==> src/rtl/benzaiten_mem_pkg.sv <==
// Shared types for the instruction/data RAM arbiter: FSM states, request
// owner, the latched request payload and the byte-merge helper used by
// partial stores.
package benzaiten_mem_pkg;

    localparam int unsigned XLEN = 32;
    localparam int unsigned BE_W = XLEN / 8;

    typedef enum logic [2:0] {
        ST_IDLE   = 3'd0,
        ST_RD     = 3'd1,
        ST_WR     = 3'd2,
        ST_RMW_RD = 3'd3,
        ST_RMW_WR = 3'd4,
        ST_RESP   = 3'd5
    } state_e;

    typedef enum logic {
        OWN_IF = 1'b0,
        OWN_D  = 1'b1
    } owner_e;

    // Request captured at grant time; the RAM side is driven only from this.
    typedef struct packed {
        logic [XLEN-1:0] addr;
        logic            we;
        logic [BE_W-1:0] be;
        logic [XLEN-1:0] wdata;
        owner_e          owner;
        logic            err;
    } req_t;

    // Replace the enabled bytes of old_w with the matching bytes of new_w.
    function automatic logic [XLEN-1:0] byte_merge(input logic [XLEN-1:0] old_w,
                                                   input logic [XLEN-1:0] new_w,
                                                   input logic [BE_W-1:0] be);
        logic [XLEN-1:0] res;
        res = old_w;
        for (int i = 0; i < BE_W; i++) begin
            if (be[i]) begin
                res[8*i +: 8] = new_w[8*i +: 8];
            end
        end
        return res;
    endfunction

endpackage

==> src/rtl/mem_arb_prio.sv <==
// Winner selection between fetch and data requesters, with a bounded run of
// data grants so a held fetch request cannot starve.
//  clk, rst      clock, synchronous active-high reset
//  arb_en_i      arbiter is in a cycle where a grant may be issued
//  if_req_i      fetch request
//  d_req_i       data request
//  grant_if_o    fetch wins this cycle (combinational)
//  grant_d_o     data wins this cycle (combinational)
module mem_arb_prio #(
    parameter int unsigned MAX_DATA_STREAK = 4
) (
    input  logic clk,
    input  logic rst,
    input  logic arb_en_i,
    input  logic if_req_i,
    input  logic d_req_i,
    output logic grant_if_o,
    output logic grant_d_o
);

    localparam int unsigned SW      = (MAX_DATA_STREAK > 0) ? $clog2(MAX_DATA_STREAK + 1) : 1;
    localparam logic [SW-1:0] STREAK_MAX = SW'(MAX_DATA_STREAK);
    localparam bit   LIMITED    = (MAX_DATA_STREAK != 0);

    logic [SW-1:0] streak_q, streak_d;
    logic          fetch_turn;

    // Grant decision and streak bookkeeping.
    always_comb begin
        grant_if_o = 1'b0;
        grant_d_o  = 1'b0;
        streak_d   = streak_q;
        fetch_turn = LIMITED && (streak_q == STREAK_MAX);

        if (arb_en_i) begin
            if (d_req_i && !(if_req_i && fetch_turn)) begin
                grant_d_o = 1'b1;
            end else if (if_req_i) begin
                grant_if_o = 1'b1;
            end

            // Streak only counts data grants that made a fetch wait.
            if (!if_req_i || grant_if_o) begin
                streak_d = '0;
            end else if (grant_d_o && (streak_q != STREAK_MAX)) begin
                streak_d = streak_q + SW'(1);
            end
        end
    end

    always_ff @(posedge clk) begin
        if (rst) begin
            streak_q <= '0;
        end else begin
            streak_q <= streak_d;
        end
    end

endmodule

==> src/rtl/mem_arbiter.sv <==
// Shares one single-port word RAM between the instruction-fetch port and the
// load/store port. One transaction in flight; partial stores are done as
// read-modify-write; misaligned addresses get an error response without
// touching the RAM.
//  clk, rst                       clock, synchronous active-high reset
//  if_req/if_addr                 fetch request (held until if_ack)
//  if_ack/if_rvalid/if_rdata/if_err  fetch accept pulse and response
//  d_req/d_we/d_be/d_addr/d_wdata data request (held until d_ack)
//  d_ack/d_rvalid/d_rdata/d_err   data accept pulse and response
//  mem_addr/mem_val/mem_rw        RAM address, write data, 1=read 0=write
//  mem_res                        RAM read data
module mem_arbiter
    import benzaiten_mem_pkg::*;
#(
    parameter int unsigned MAX_DATA_STREAK = 4
) (
    input  logic            clk,
    input  logic            rst,
    input  logic            if_req,
    input  logic [XLEN-1:0] if_addr,
    output logic            if_ack,
    output logic            if_rvalid,
    output logic [XLEN-1:0] if_rdata,
    output logic            if_err,
    input  logic            d_req,
    input  logic            d_we,
    input  logic [BE_W-1:0] d_be,
    input  logic [XLEN-1:0] d_addr,
    input  logic [XLEN-1:0] d_wdata,
    output logic            d_ack,
    output logic            d_rvalid,
    output logic [XLEN-1:0] d_rdata,
    output logic            d_err,
    output logic [XLEN-1:0] mem_addr,
    output logic [XLEN-1:0] mem_val,
    output logic            mem_rw,
    input  logic [XLEN-1:0] mem_res
);

    state_e          state_q, state_d;
    req_t            req_q, req_d;
    req_t            win;
    logic            arb_en;
    logic            grant_if, grant_d;
    logic [XLEN-1:0] resp_data;

    // Grants are only possible in IDLE and never in a reset cycle.
    assign arb_en = (state_q == ST_IDLE) && !rst;

    mem_arb_prio #(
        .MAX_DATA_STREAK(MAX_DATA_STREAK)
    ) u_prio (
        .clk       (clk),
        .rst       (rst),
        .arb_en_i  (arb_en),
        .if_req_i  (if_req),
        .d_req_i   (d_req),
        .grant_if_o(grant_if),
        .grant_d_o (grant_d)
    );

    // Payload of whichever port wins; fetch is a plain load.
    always_comb begin
        if (grant_d) begin
            win = '{addr: d_addr, we: d_we, be: d_be, wdata: d_wdata,
                    owner: OWN_D, err: (d_addr[1:0] != 2'b00)};
        end else begin
            win = '{addr: if_addr, we: 1'b0, be: '0, wdata: '0,
                    owner: OWN_IF, err: (if_addr[1:0] != 2'b00)};
        end
    end

    // Next-state and request capture.
    always_comb begin
        state_d = state_q;
        req_d   = req_q;
        case (state_q)
            ST_IDLE: begin
                if (grant_if || grant_d) begin
                    req_d = win;
                    if (win.err) begin
                        state_d = ST_RESP;
                    end else if (!win.we) begin
                        state_d = ST_RD;
                    end else if (win.be == '1) begin
                        state_d = ST_WR;
                    end else if (win.be == '0) begin
                        state_d = ST_RESP;
                    end else begin
                        state_d = ST_RMW_RD;
                    end
                end
            end
            ST_RD, ST_WR, ST_RMW_WR: state_d = ST_RESP;
            ST_RMW_RD:               state_d = ST_RMW_WR;
            ST_RESP:                 state_d = ST_IDLE;
            default:                 state_d = ST_IDLE;
        endcase
    end

    // Port and RAM outputs; everything is forced quiet in a reset cycle so an
    // aborted transaction can neither write nor respond.
    always_comb begin
        if_ack    = 1'b0;
        d_ack     = 1'b0;
        if_rvalid = 1'b0;
        d_rvalid  = 1'b0;
        if_rdata  = '0;
        d_rdata   = '0;
        if_err    = 1'b0;
        d_err     = 1'b0;
        mem_rw    = 1'b1;
        mem_val   = '0;
        mem_addr  = req_q.addr;
        resp_data = '0;
        if (!rst) begin
            if_ack = grant_if;
            d_ack  = grant_d;
            case (state_q)
                ST_WR: begin
                    mem_rw  = 1'b0;
                    mem_val = req_q.wdata;
                end
                ST_RMW_WR: begin
                    mem_rw  = 1'b0;
                    mem_val = byte_merge(mem_res, req_q.wdata, req_q.be);
                end
                ST_RESP: begin
                    resp_data = (req_q.we || req_q.err) ? '0 : mem_res;
                    if (req_q.owner == OWN_D) begin
                        d_rvalid = 1'b1;
                        d_rdata  = resp_data;
                        d_err    = req_q.err;
                    end else begin
                        if_rvalid = 1'b1;
                        if_rdata  = resp_data;
                        if_err    = req_q.err;
                    end
                end
                default: ;
            endcase
        end
    end

    always_ff @(posedge clk) begin
        if (rst) begin
            state_q <= ST_IDLE;
            req_q   <= '0;
        end else begin
            state_q <= state_d;
            req_q   <= req_d;
        end
    end

endmodule

==> config.mk <==
export PLATFORM = sky130hd
export DESIGN_NAME = mem_arbiter
export DESIGN_NICKNAME = d
export VERILOG_FILES = /design/src/rtl/benzaiten_mem_pkg.sv /design/src/rtl/mem_arb_prio.sv /design/src/rtl/mem_arbiter.sv
export SDC_FILE = /design/constraint.sdc
export NUM_CORES = 1
export LEC_CHECK = 0
export ABC_CLOCK_PERIOD_IN_PS = 2250
export CAP_MARGIN = 10
export CORE_ASPECT_RATIO = 1.4
export CORE_MARGIN = 2
export CORE_UTILIZATION = 36
export CTS_CLUSTER_DIAMETER = 120
export CTS_CLUSTER_SIZE = 25
export DETAILED_ROUTE_END_ITERATION = 7
export GPL_ROUTABILITY_DRIVEN = 1
export HOLD_SLACK_MARGIN = 0.06
export PLACE_DENSITY = 0.81
export SYNTH_ARGS = -nofsm -noshare
export SYNTH_HDL_FRONTEND = slang
export SYNTH_SLANG_ARGS = --single-unit
==> constraint.sdc <==
create_clock -name clk -period 2.25 [get_ports clk]
set_clock_uncertainty 0.1 [all_clocks]
set_input_delay 0.225 -clock clk [delete_from_list [all_inputs] [get_ports clk]]
set_output_delay 0.225 -clock clk [all_outputs]
set_load 0.02 [all_outputs]
==> flow_summary.json <==
{
  "powerDensity_nw_per_um2": 569,
  "stdcell_count": 882,
  "ctsHtreeMaxLevel": 3,
  "dp.cells": 862,
  "wl_met1_um": 5850,
  "die_y_um": 130,
  "wl_met2_um": 8240,
  "finalHoldViolCount": 0,
  "regArea_um2": 1540,
  "status": "finished, final reports clean",
  "slew_viol_final": 0,
  "min_path_type": "input pin to register",
  "tightest_slew_ns": 0.440,
  "slew_headroom_pct": 70.4,
  "ff2ff_path_depth": 6,
  "die-area_um2": 12300,
  "grt_max_degree": 45,
  "wl_per_cell_um": 17.8,
  "vias": 4700,
  "synth.area.top_cells": "dfxtp_1, a32o_1, and2_1, a21oi_1, buf_4",
  "syn-num-nets": 626,
  "grt_pass1_wl_um": 23300,
  "fillers": 975,
  "rrSetupSlack_ns": 0.19,
  "clock-sinks": 77,
  "reg2reg_from": "state_q[0]",
  "path_max_fanout": 8,
  "first_global_vias": 4725,
  "p_leak_uw": 0.00298,
  "ir_drop_uv": 531,
  "synthDistinctLibCells": 41,
  "hold_depth": 3,
  "slowest_delay_ns": 0.31,
  "synth_top_area_share_pct": 37.5,
  "min_to": "mem_addr[30]",
  "drt-vias-per-instance": 5.33,
  "insertion_delay_ns": 0.33,
  "cts_root_buf": "clkbuf_16",
  "antenna_found_initial": 0,
  "reg2reg_to": "state_q[0]",
  "ys.flop_type": "dfxtp_1",
  "postSynthCellCount": 487,
  "yosysTopAreaCell": "dfxtp_1",
  "pin_count": 272,
  "drc_errors": 0,
  "core_area_um2": 11200,
  "endpoint_kind": "output port",
  "synth_most_common_cell": "dfxtp_1",
  "tritoncts": "built",
  "path_cells": "and2b_2, and4b_1, nor3b_4, buf_6, clkbuf_16, and2_4, buf_6",
  "fin_nets": 872,
  "fp.dieW_um": 94.3,
  "start_kind": "register",
  "gp_congestion": 0.901,
  "ant_nets": 0,
  "dr.pass1.iters": 4,
  "pwr-share-clk_pct": 36.7,
  "wl_met3_um": 1260,
  "period_share_pct": 98.3,
  "initial_utilization_pct": 36.6,
  "critPathArrivalTime_ns": 1.89,
  "multi_input_comb_area_um2": 2170,
  "crit_type": "register to output port",
  "synth_common_cells": "dfxtp_1, a21oi_1, and2_1, a32o_1, nand2_1",
  "drtIter0Drc": 257,
  "io_buffers": 271,
  "swShare_pct": 28.1,
  "async_reset_ff_share_pct": 0,
  "row_count": 46,
  "min_period_ns": 2.21,
  "fmax_ghz": 0.452,
  "synthToLayoutAreaGrowth_pct": 68.4,
  "setup_viol": 0,
  "hp-start": "if_addr[30]",
  "cp_slowest_cell": "dfxtp_1",
  "power_switching_uw": 1110,
  "highest_layer": "met4",
  "critPathRequiredTime_ns": 1.92,
  "grt_overflow": 0,
  "synth_warnings": 0,
  "cts_hold_buf": 0,
  "gr-usage-all-layers_pct": 23.9,
  "diodes": 0,
  "synth_area_um2": 4110,
  "clockBufferDepth": 2,
  "power.internal_uw": 2830,
  "hold_ws_ns": 0.338,
  "ys_seq_elements": 77,
  "numCtsBuffers": 9,
  "place_hpwl_um": 11400,
  "layout-drive-gt1-share_pct": 23.6,
  "routed_wl_um": 15700,
  "maxCapViolCount": 0,
  "synth-seq-area-share_pct": 37.5,
  "path_clk_slew_ns": 0.06,
  "pwr-share-comb_pct": 24.7,
  "synth_edf_count": 0,
  "rsz0062_at_grt": "yes",
  "power_frac_seq_pct": 38.7,
  "crit_top_cell": "buf_6",
  "synth_area_per_cell_um2": 8.43
}
[layout by cell type (no fill, tap or decap), types with 2 or more instances in the layout]
cell type | synthesis | final
clkdlybuf4s50_1 | 0 | 168
dfxtp_1 | 77 | 77
a21oi_1 | 70 | 70
a32o_1 | 64 | 64
and2_1 | 66 | 49
clkbuf_2 | 1 | 48
nand2_1 | 39 | 39
o21ai_0 | 33 | 33
buf_2 | 9 | 32
buf_4 | 33 | 28
buf_6 | 3 | 20
and2_4 | 0 | 17
nor2_1 | 15 | 15
clkbuf_16 | 0 | 10
nor3_1 | 6 | 6
inv_1 | 5 | 5
a22o_1 | 5 | 5
buf_12 | 0 | 5
nand3_1 | 4 | 4
dlygate4sd2_1 | 0 | 4
clkinvlp_4 | 0 | 3
nand4_1 | 2 | 2
and3_1 | 2 | 2
o22ai_1 | 2 | 2
o21a_1 | 2 | 2
a22oi_1 | 2 | 2
ha_1 | 2 | 2
dlymetal6s2s_1 | 0 | 2
[state kept, by name, summed over array words and instances (netlist names)]
| register | count |
|---|---|
| req_q | 39 |
| mem_addr | 32 |
| state_q | 3 |
| u_prio.streak_q | 3 |
[critical path, delay by kind of cell (launching register included)]
| kind | cells | cell delay, ns |
|---|---|---|
| flops | 1 | 0.31 |
| buf+inv | 3 | 0.43 |
| simple gates | 4 | 0.82 |
[layout make-up]
class | instances | share of cell area, %
inverter | 6 | 0.326
sequential | 77 | 22.3
clock buffer | 9 | 3.26
tap | 144 | 2.60
multi-input combinational | 331 | 31.4
clock inverter | 7 | 1.09
timing repair buffer | 308 | 39.1
[how the worst max path moves through the flow]
stage | start | end | slack, ns | cells after the start
floorplan | state_q[2] | if_rdata[10] | 0.27 | 5
global placement | rst | mem_val[24] | -0.19 | 8
detailed placement | rst | if_rdata[4] | -0.24 | 7
CTS | state_q[1] | d_rdata[18] | 0.001 | 6
global route | state_q[1] | if_rdata[11] | -0.03 | 7
finish | state_q[1] | if_rdata[12] | 0.04 | 7
[power groups by stage]
stage	sequential [uW]	combinational (uW)	clock, uW
3_5_place_dp	1550	979	0
5_1_grt	1530	1040	1550
3_3_place_gp	1550	959	0
2_1_floorplan	1530	479	0
6_report	1520	971	1440
4_1_cts	1520	963	1490
[cells by family (layout without fill, tap and decap cells)]
| logic type | after synthesis | after routing | synth area share [%] |
|---|---|---|---|
| DFF | 77 | 77 | 37.5 |
| AOI/OAI and AO/OA | 185 | 185 | 31.6 |
| buffers and inverters | 79 | 330 | 11.1 |
| and+or+nand+nor | 143 | 143 | 18.9 |
| adders and majority gates | 3 | 3 | 0.853 |
[timing repair]
item / in CTS / in global routing
resized for setup: 265 / 136
endpoints found under the setup margin: 101 / 99
pin swaps: 0 / 1
gates cloned: 1 / 1
buffers inserted: 2 / 1
[per-stage QoR]
step	setup WS, ns	area (um2)	total power [uW]	TNS (ns)	utilization (%)
floorplan	0.270	4110	2010	0	-
global placement	-0.188	6900	2500	-14.82	61.4
detailed placement	-0.242	6900	2530	-17.38	61.4
CTS	0.00142	7080	3970	0	63.1
global route	-0.0337	6920	4120	-0.323	61.6
finish	0.0381	6920	3940	0	61.6
[layer usage]
layer / global-route usage (%) / vias to the layer above
li1: - / 2248
met1: 25.7 / 2222
met2: 44.6 / 206
met3: 6.82 / 24
met4: 8.35 / 0
met5: 0 / -
Power figures use the tool's default switching activity.
